File: config.mk
export PLATFORM = sky130hd
export DESIGN_NAME = i_term_accum
export DESIGN_NICKNAME = d
export VERILOG_FILES = /design/src/rtl/pid_pkg.sv /design/src/rtl/sat_add.sv /design/src/rtl/i_term_accum.sv
export SDC_FILE = /design/constraint.sdc
export NUM_CORES = 1
export LEC_CHECK = 0
export CELL_PAD_IN_SITES_DETAIL_PLACEMENT = 0
export CELL_PAD_IN_SITES_GLOBAL_PLACEMENT = 1
export CORE_MARGIN = 3
export CORE_UTILIZATION = 35
export CTS_BUF_LIST = sky130_fd_sc_hd__clkbuf_8
export CTS_CLUSTER_SIZE = 25
export DETAILED_ROUTE_END_ITERATION = 16
export DONT_BUFFER_PORTS = 1
export PLACE_DENSITY_LB_ADDON = 0.1
export SLEW_MARGIN = 20
export SYNTH_ARGS = -nofsm -noshare
export SYNTH_HDL_FRONTEND = slang
export SYNTH_SLANG_ARGS = --single-unit
File: constraint.sdc
create_clock -name clk -period 2.5 [get_ports clk]
set_clock_uncertainty 0.1 [all_clocks]
set_input_delay 0.5 -clock clk [delete_from_list [all_inputs] [get_ports clk]]
set_output_delay 0.5 -clock clk [all_outputs]
set_load 0.005 [all_outputs]
File: src/rtl/pid_pkg.sv
// ---------------------------------------------------------------------------
// pid_pkg
// Shared definitions for the PID steering loop blocks: the integrator FSM
// state encoding and the default datapath widths used by the loop terms.
// ---------------------------------------------------------------------------
package pid_pkg;

    // Integrator control states
    typedef enum logic [1:0] {
        I_IDLE = 2'd0,
        I_RUN  = 2'd1,
        I_HOLD = 2'd2
    } i_state_t;

    // Default widths of the loop datapath
    localparam int ERR_W_DEF    = 11;
    localparam int ACC_W_DEF    = 16;
    localparam int OUT_W_DEF    = 10;
    localparam int LEAK_SH_DEF  = 6;
    localparam int LEAK_PER_DEF = 8;

endpackage

File: src/rtl/sat_add.sv
// ---------------------------------------------------------------------------
// sat_add
// Signed W-bit add/subtract with range checking against a narrower RES_W-bit
// signed result. The caller supplies operands already sign-extended to W bits
// and must leave enough headroom that the W-bit operation itself never wraps.
//
// Ports:
//   a, b  in   W      signed operands (two's complement)
//   sub   in   1      0: a + b, 1: a - b
//   res   out  RES_W  low RES_W bits of the result
//   rail  out  RES_W  the RES_W rail nearest to the true result
//   ovf   out  1      result lies outside the RES_W signed range
// ---------------------------------------------------------------------------
module sat_add #(
    parameter int W     = 18,
    parameter int RES_W = 16
) (
    input  logic [W-1:0]     a,
    input  logic [W-1:0]     b,
    input  logic             sub,
    output logic [RES_W-1:0] res,
    output logic [RES_W-1:0] rail,
    output logic             ovf
);

    // Largest and smallest values representable in RES_W bits, held at W bits
    localparam logic signed [W-1:0] RES_MAX = {{(W - RES_W + 1){1'b0}}, {(RES_W - 1){1'b1}}};
    localparam logic signed [W-1:0] RES_MIN = {{(W - RES_W + 1){1'b1}}, {(RES_W - 1){1'b0}}};

    logic signed [W-1:0] sum;

    always_comb begin
        sum = sub ? ($signed(a) - $signed(b)) : ($signed(a) + $signed(b));
    end

    assign ovf  = (sum > RES_MAX) || (sum < RES_MIN);
    // The sign of the wide result tells which rail was crossed
    assign rail = sum[W-1] ? RES_MIN[RES_W-1:0] : RES_MAX[RES_W-1:0];
    assign res  = sum[RES_W-1:0];

endmodule

File: src/rtl/i_term_accum.sv
// ---------------------------------------------------------------------------
// i_term_accum
// Integral-term accumulator for the PID steering loop. Accumulates the
// sign-extended saturated error on each accepted sample, with a freeze or
// clamp policy on overflow, clears on loss of go/moving or a rising edge of
// line_present, and supports a hold. The I term is the top OUT_W bits of the
// accumulator.
//
// Build option: define I_TERM_LEAK_EN to compile in a periodic leak that
// subtracts acc >>> LEAK_SH on every LEAK_PER-th accepted sample. Without it
// the block is a pure integrator and LEAK_SH/LEAK_PER have no effect.
//
// Ports:
//   clk           in   1      clock
//   rst_n         in   1      asynchronous active-low reset
//   err_sat       in   ERR_W  signed saturated error
//   err_vld       in   1      err_sat valid this cycle
//   go, moving    in   1      both high to integrate, either low clears
//   line_present  in   1      rising edge clears the accumulator
//   hold          in   1      freeze accumulator, ignore err_vld
//   sat_mode      in   1      0: freeze on overflow, 1: clamp to rail
//   I_term        out  OUT_W  signed integral term
//   i_vld         out  1      one-cycle pulse, I_term just updated
//   i_sat         out  1      last accepted update overflowed
// ---------------------------------------------------------------------------
module i_term_accum
    import pid_pkg::*;
#(
    parameter int ERR_W    = ERR_W_DEF,
    parameter int ACC_W    = ACC_W_DEF,
    parameter int OUT_W    = OUT_W_DEF,
    parameter int LEAK_SH  = LEAK_SH_DEF,
    parameter int LEAK_PER = LEAK_PER_DEF
) (
    input  logic             clk,
    input  logic             rst_n,
    input  logic [ERR_W-1:0] err_sat,
    input  logic             err_vld,
    input  logic             go,
    input  logic             moving,
    input  logic             line_present,
    input  logic             hold,
    input  logic             sat_mode,
    output logic [OUT_W-1:0] I_term,
    output logic             i_vld,
    output logic             i_sat
);

    // Two guard bits keep acc + err - leak from wrapping before the range check
    localparam int SUM_W = ACC_W + 2;

    // Reject parameter sets the datapath cannot represent
    if (ACC_W <= ERR_W + 1) begin : g_bad_acc_w
        $error("i_term_accum: ACC_W must exceed ERR_W + 1");
    end
    if (OUT_W > ACC_W) begin : g_bad_out_w
        $error("i_term_accum: OUT_W must not exceed ACC_W");
    end
    if (LEAK_PER < 1 || LEAK_SH < 0 || LEAK_SH >= SUM_W) begin : g_bad_leak
        $error("i_term_accum: LEAK_PER must be >= 1 and LEAK_SH within the sum width");
    end

    i_state_t state, state_next;

    logic             line_prev;
    logic [ACC_W-1:0] acc;

    logic run_ok;
    logic line_rise;
    logic clear;
    logic accept;

    logic signed [SUM_W-1:0] acc_ext;
    logic signed [SUM_W-1:0] err_ext;
    logic signed [SUM_W-1:0] addend;

    logic [ACC_W-1:0] sum_res;
    logic [ACC_W-1:0] sum_rail;
    logic             sum_ovf;

    assign run_ok    = go & moving;
    assign line_rise = line_present & ~line_prev;
    assign clear     = ~run_ok | line_rise;
    assign accept    = (state == I_RUN) & ~clear & ~hold & err_vld;

    assign acc_ext = {{2{acc[ACC_W-1]}}, acc};
    assign err_ext = {{(SUM_W - ERR_W){err_sat[ERR_W-1]}}, err_sat};

`ifdef I_TERM_LEAK_EN
    localparam int CNT_W = (LEAK_PER > 1) ? $clog2(LEAK_PER) : 1;

    logic [CNT_W-1:0]        leak_cnt;
    logic                    leak_due;
    logic signed [SUM_W-1:0] leak_term;

    assign leak_due  = (leak_cnt == CNT_W'(LEAK_PER - 1));
    assign leak_term = leak_due ? (acc_ext >>> LEAK_SH) : '0;
    // The leak is folded into the addend; both terms are far inside SUM_W
    assign addend    = err_ext - leak_term;

    // Leak counter counts accepted samples and restarts on any clear
    always_ff @(posedge clk or negedge rst_n) begin
        if (!rst_n) begin
            leak_cnt <= '0;
        end else if (clear) begin
            leak_cnt <= '0;
        end else if (accept) begin
            leak_cnt <= leak_due ? '0 : leak_cnt + 1'b1;
        end
    end
`else
    assign addend = err_ext;
`endif

    sat_add #(
        .W     (SUM_W),
        .RES_W (ACC_W)
    ) u_sat_add (
        .a    (acc_ext),
        .b    (addend),
        .sub  (1'b0),
        .res  (sum_res),
        .rail (sum_rail),
        .ovf  (sum_ovf)
    );

    // State register
    always_ff @(posedge clk or negedge rst_n) begin
        if (!rst_n) begin
            state <= I_IDLE;
        end else begin
            state <= state_next;
        end
    end

    // Next-state logic; losing go/moving overrides every other transition
    always_comb begin
        state_next = state;
        unique case (state)
            I_IDLE:  if (run_ok) state_next = I_RUN;
            I_RUN:   if (hold)   state_next = I_HOLD;
            I_HOLD:  if (!hold)  state_next = I_RUN;
            default: state_next = I_IDLE;
        endcase
        if (!run_ok) begin
            state_next = I_IDLE;
        end
    end

    // Accumulator and status flags. A clear only pulses i_vld when it
    // actually changed the accumulator; frozen overflow samples still pulse.
    always_ff @(posedge clk or negedge rst_n) begin
        if (!rst_n) begin
            line_prev <= 1'b0;
            acc       <= '0;
            i_sat     <= 1'b0;
            i_vld     <= 1'b0;
        end else begin
            line_prev <= line_present;
            i_vld     <= 1'b0;
            if (clear) begin
                acc   <= '0;
                i_sat <= 1'b0;
                i_vld <= |acc;
            end else if (accept) begin
                i_vld <= 1'b1;
                if (sum_ovf) begin
                    i_sat <= 1'b1;
                    if (sat_mode) begin
                        acc <= sum_rail;
                    end
                end else begin
                    acc   <= sum_res;
                    i_sat <= 1'b0;
                end
            end
        end
    end

    assign I_term = acc[ACC_W-1 -: OUT_W];

endmodule

=== Yosys cells after proc, flatten, opt, wreduce, memory -nomap -nowiden ===
Cells that the tools add are included.

* Flip-flop bits (word level): 21
* Logic and storage cells: 43

* Add/sub/neg operators: 1
* $lt $le $gt $ge: 2
* Equality and inequality tests: 5
* Multiplexer cells: 14
* Bitwise operators: 10
* Reduce and logical (&&, ||, !) cells: 6

{| class="wikitable"
|+ Operators by type and width
! cell !! number
|-
| $mux 16 || 5
|-
| $gt 18x16->1 const B || 1
|-
| $lt 18x16->1 const B || 1
|-
| $add 16x11->17 || 1
|-
| $reduce_or 16->1 || 1
|-
| $ne 3x3->1 const B || 3
|-
| $mux 2 || 3
|-
| $pmux 2 s3 || 1
|-
| $and 1x1->1 || 5
|-
| $mux 1 || 5
|-
| $not 1->1 || 4
|-
| $reduce_and 2->1 || 2
|-
| $eq 2x1->1 const B || 1
|-
| $eq 2x2->1 const B || 1
|-
| $logic_not 2->1 || 1
|-
| $reduce_bool 2->1 || 1
|-
| $logic_or 1x1->1 || 1
|-
| $or 1x1->1 || 1
|}

=== Depth between registers and ports, before layout ===
* Depth in word-level cells: 9
* Gate-level depth with buffers: 13
* Mapped depth without buffers: 11

=== Cells and area by module ===
A second synthesis with hierarchy kept.

* Cell total of the unflattened synthesis: 313
* Area total of the unflattened synthesis: 2,642.5 um^2

{| class="wikitable"
|+ Modules (own cells, without submodules)
! module !! instances !! cells each !! area an instance (um^2) !! sequential area each (um^2)
|-
| i_term_accum || 1 || 130 || 1,342.5 || 525.5
|-
| sat_add || 1 || 183 || 1,300.0 || 0.0
|}

=== Worst setup path after synthesis ===
No wires, ideal clock.

* Path type: input to register
* From: input port err_sat[0]
* To: register acc[0]
* Library setup time: 0.139 ns
* Arrival time: 2.518 ns
* Data required time: 2.261 ns
* Setup slack: -0.257 ns
* Stages on the path: 13
* Buffers on the path: 2
* Cells stage by stage: ha_1 -> inv_1 -> fa_1 -> nor2b_4 -> o31ai_4 -> a21oi_2 -> o32ai_4 -> xnor2_2 -> a21o_1 -> buf_6 -> buf_4 -> nand3_1 -> o31ai_2

* Word-level cells in the longest chain between the ends: 6
* Elaborated cells on any way between the ends: 11
* Those cells by class: 1 x add/sub; 2 x order compare; 1 x eq/ne; 5 x mux; 2 x reduce/logical

{| class="wikitable"
|+ Ends and longest elaborated chain
! element !! RTL line !! source
|-
| start, declared || i_term_accum.sv:37 || <nowiki>input logic [ERR_W-1:0] err_sat,</nowiki>
|-
| $add 16x11->17 * || sat_add.sv:33 || <nowiki>sum = sub ? ($signed(a) - $signed(b)) : ($signed(a) + $signed(b));</nowiki>
|-
| $gt 18x16->1 (tied with other cells) || sat_add.sv:36 || <nowiki>assign ovf = (sum > RES_MAX) || (sum < RES_MIN);</nowiki>
|-
| $logic_or 1x1->1 / $mux 16 (equally long branches) || sat_add.sv:36, i_term_accum.sv:169 ||
|-
| $mux 16 || i_term_accum.sv:167 || <nowiki>if (sum_ovf) begin</nowiki>
|-
| $mux 16 || i_term_accum.sv:165 || <nowiki>end else if (accept) begin</nowiki>
|-
| $mux 16 || i_term_accum.sv:161 || <nowiki>if (clear) begin</nowiki>
|-
| end signal, assigned || i_term_accum.sv:170 || <nowiki>acc <= sum_rail;</nowiki>
|-
| end signal, assigned || i_term_accum.sv:173 || <nowiki>acc <= sum_res;</nowiki>
|-
| end, declared || i_term_accum.sv:66 || <nowiki>logic [ACC_W-1:0] acc;</nowiki>
|}

Every way passes the cells marked *; elsewhere a longest branch is shown, timed or not. The select of a mux whose other input is x is not followed.
A chain may end at the register's enable or synchronous reset.

=== Worst setup path after layout ===
* From: register acc[0]
* To: register acc[15]

* Word-level cells in the longest chain between the ends: 6
* Elaborated cells on any way between the ends: 11
* Those cells by class: 1 x add/sub; 2 x order compare; 1 x eq/ne; 5 x mux; 2 x reduce/logical

{| class="wikitable"
|+ Ends and longest elaborated chain
! element !! RTL line
|-
| $add 16x11->17 * || sat_add.sv:33
|-
| $gt 18x16->1 (tied with other cells) || sat_add.sv:36
|-
| $logic_or 1x1->1 / $mux 16 (equally long branches) || sat_add.sv:36, i_term_accum.sv:169
|-
| $mux 16 || i_term_accum.sv:167
|-
| $mux 16 || i_term_accum.sv:165
|-
| $mux 16 || i_term_accum.sv:161
|}

Marked as above.

==> impl_metrics.ini <==
[outcome]
status = complete, but fails checks
violations = setup timing

[critical_path]
rr_worst_depth = 12
r2r-end = acc[15]
required_ns = 2.60
r2r_slack_ns = -0.04
crit_path_end = acc[15]
cp-end-kind = register
cp.arrival_ns = 2.65
r2r-start = acc[0]
crit_fanout = 13
path_class = register to register
startpoint = acc[0]
worstSetupStartpointType = register

[sta]
final.min_clock_period_ns = 2.544
setup_viol = 16
tightestPinTransition_ns = 0.9509
rsz0062_at_grt = true
hold_viol_final = 0
max_slew_margin_pct = 36.40
period_share_pct = 101.7
fmax_ghz = 0.3931
drv_slew = 0
layout_setup_ws_ns = -0.04364

[floorplanning]
die_height_um = 78.74
initial_core_util_pct = 37.71
die_width_um = 78.74
die-area_um2 = 6199
io_pins = 31
coreArea_um2 = 4911
fp-row-count = 25

[layout]
stdcell_count = 311
drive_above_1_share_pct = 34.84
num_antenna_cells = 0
area_growth_pct = 30.00
final_area_um2 = 2407
nets = 281

[place]
place_area_um2 = 2182
port-buffer-count = 0
gp_congestion = 0.8495
dp_cells = 303
dp_hpwl_um = 3771
place_ws_ns = -0.2540

[clock_tree]
clkTransAtPathRegs_ns = 0.08
root_buffer = clkbuf_8
cts_buffer_depth = 2
htreeDepth = 1
clock-sinks = 21
clk_latency_ns = 0.27
cts_buffers = 3
cts_tree = built

[drt]
drtAntennaViolNets = 0
post_drt_via_cell_ratio = 5.248
wl_um = 4795
drtPass1Iterations = 4
drt_iter0_markers = 77
avgRoutedWirePerCell_um = 15.42
vias = 1632
drc_errors = 0

[pwr]
p_seq_share_pct = 50.1
clock_power_share_pct = 33.5
pwr-share-comb_pct = 16.4
ir_worst_vdd_mv = 0.2310
p_int_w = 0.0005019
p_per_area_nw_per_um2 = 286.1
power_leakage_nw = 1.103
p_sw_share_pct = 27.12
switchingPower_w = 0.0001867

[global_routing]
antenna_found_initial = 0
grt_pass1_vias = 1714
grt_max_degree = 22
grt_util_all_layers_pct = 16.27
grt_overflow_total = 0
grt_pass1_wl_um = 8107

[run]
drv_cap = 0

[synthesis]
synth_top_area_share_pct = 28.38
synth_warnings = 0
synth_commonest_cells = dfrtp_1, nor2_1, nand3_1
synth_cell_types = 42
netlist_area_um2 = 1852
synthTopCellsByArea = dfrtp_1, ha_1, nand3_1
synth_cells = 210
synth_edf_count = 0
yosysMostFrequentCell = dfrtp_1
synth_nets = 246
async_flop_share_pct = 100.0
yosys_register_bits = 21
ys_seq_area_share_pct = 28.38
syn_area_per_cell_um2 = 8.818
yosys.area.top_type = dfrtp_1
ys_dominant_reg_cell = dfrtp_1

[hold_path]
hold_start = line_present
min-delay-path-class = input port to register
==> placed cells by master, fill, tap and decap left out, types with 2 or more instances in the layout <==
| master | instances |
|---|---|
| nand3_1 | 15 |
| o21bai_1 | 2 |
| o31ai_2 | 6 |
| ha_4 | 2 |
| dfrtp_1 | 21 |
| xor2_1 | 5 |
| o31ai_1 | 2 |
| o21ai_2 | 4 |
| ha_1 | 14 |
| a211oi_2 | 2 |
| nor2b_1 | 3 |
| o21a_1 | 4 |
| nor2_1 | 19 |
| buf_4 | 43 |
| o21ai_1 | 2 |
| xnor2_1 | 8 |
| o31ai_4 | 4 |
| nand2_1 | 13 |
| o21ai_0 | 6 |
| a21o_1 | 2 |
| a21oi_1 | 15 |
| inv_1 | 7 |
| nand4_1 | 4 |
| clkbuf_8 | 3 |
| buf_6 | 2 |
| nor4_1 | 4 |
| o211ai_1 | 3 |
| nand3_2 | 3 |
==> registers in the layout, summed over array words and instances, names as in the netlist <==
name and cells:
acc 16, i_sat 1, i_vld 1, state 2, line_prev 1
==> how the worst min path moves through the flow <==
| stage | depth (start not counted) | endpoint | slack [ns] |
|---|---|---|---|
| floorplan | 0 | acc[0] | 0.10 |
| global placement | 0 | acc[14] | 0.11 |
| detailed placement | 0 | acc[15] | 0.11 |
| CTS | 0 | line_prev | 0.15 |
| global route | 0 | line_prev | 0.14 |
| finish | 0 | line_prev | 0.16 |
==> stage by stage <==
stage	util, %	hold slack (ns)	power [W]	TNS [ns]
after global routing	49.02	0.1375	0.0007254	-3.151
after CTS	46.73	0.1505	0.0006871	-0.7358
final	49.02	0.1556	0.0006886	-0.3938
after detailed placement	44.43	0.1053	0.0004473	-3.177
after floorplan	-	0.1044	0.0004165	-2.018
after global placement	44.43	0.1051	0.0004473	-2.914
==> worst max-delay path: stages (launching register included) <==
cell and delay, ns:
dfrtp_1 0.41, ha_4 0.17, inv_2 0.05, fa_2 0.23, nor2b_4 0.05, o31ai_4 0.27, a21oi_4 0.12, o32ai_4 0.28
xnor2_2 0.13, a21o_4 0.24, buf_6 0.15, a21o_1 0.16, a21boi_2 0.10
==> what timing repair did <==
action	in CTS	in global routing
gates resized for setup	14	15
hold buffers	1	0
gates cloned	0	1
setup endpoints to repair	16	17
setup buffers	1	1
pin swaps	0	6
endpoints found under the hold margin	21	0
==> routing by layer <==
layer  track usage, %  routed length [um]  up-vias  share of wire, %
met3            3.628                 159        5               3.3
li1                 -                   -      823                 -
met2            28.18                2348       18                49
met5                0                   0        -                 0
met1            21.10                2248      786                47
met4            2.448                  38        0              0.79
==> power groups by stage <==
stage               registers [W]  clock network (W)  logic [W]
finish                   0.000345           0.000231   0.000113
CTS                      0.000345           0.000234   0.000108
floorplan                0.000352                  0  0.0000649
global placement         0.000352                  0  0.0000953
global route             0.000346           0.000254   0.000126
detailed placement       0.000352                  0  0.0000954
==> kinds of logic after synthesis <==
family / after synthesis / share of synthesized area [%]
AOI/OAI and AO/OA: 63 / 25.74
xor gates and xnor gates: 14 / 7.027
adders and majority gates: 17 / 11.89
buffers and inverters: 26 / 8.378
DFF: 21 / 28.38
muxes: 1 / 0.5406
and+or+nand+nor: 68 / 18.04
==> layout make-up <==
class / instances / area, um^2
Inverter: 7 / 26.28
Sequential cell: 21 / 525.5
Fill cell: 474 / 2504
Clock buffer: 3 / 41.29
Tap cell: 67 / 83.83
Multi-Input combinational cell: 163 / 1311
Timing Repair Buffer: 49 / 415.4
Clock inverter: 1 / 3.754
Note: power is estimated with default switching activity, not from simulation.
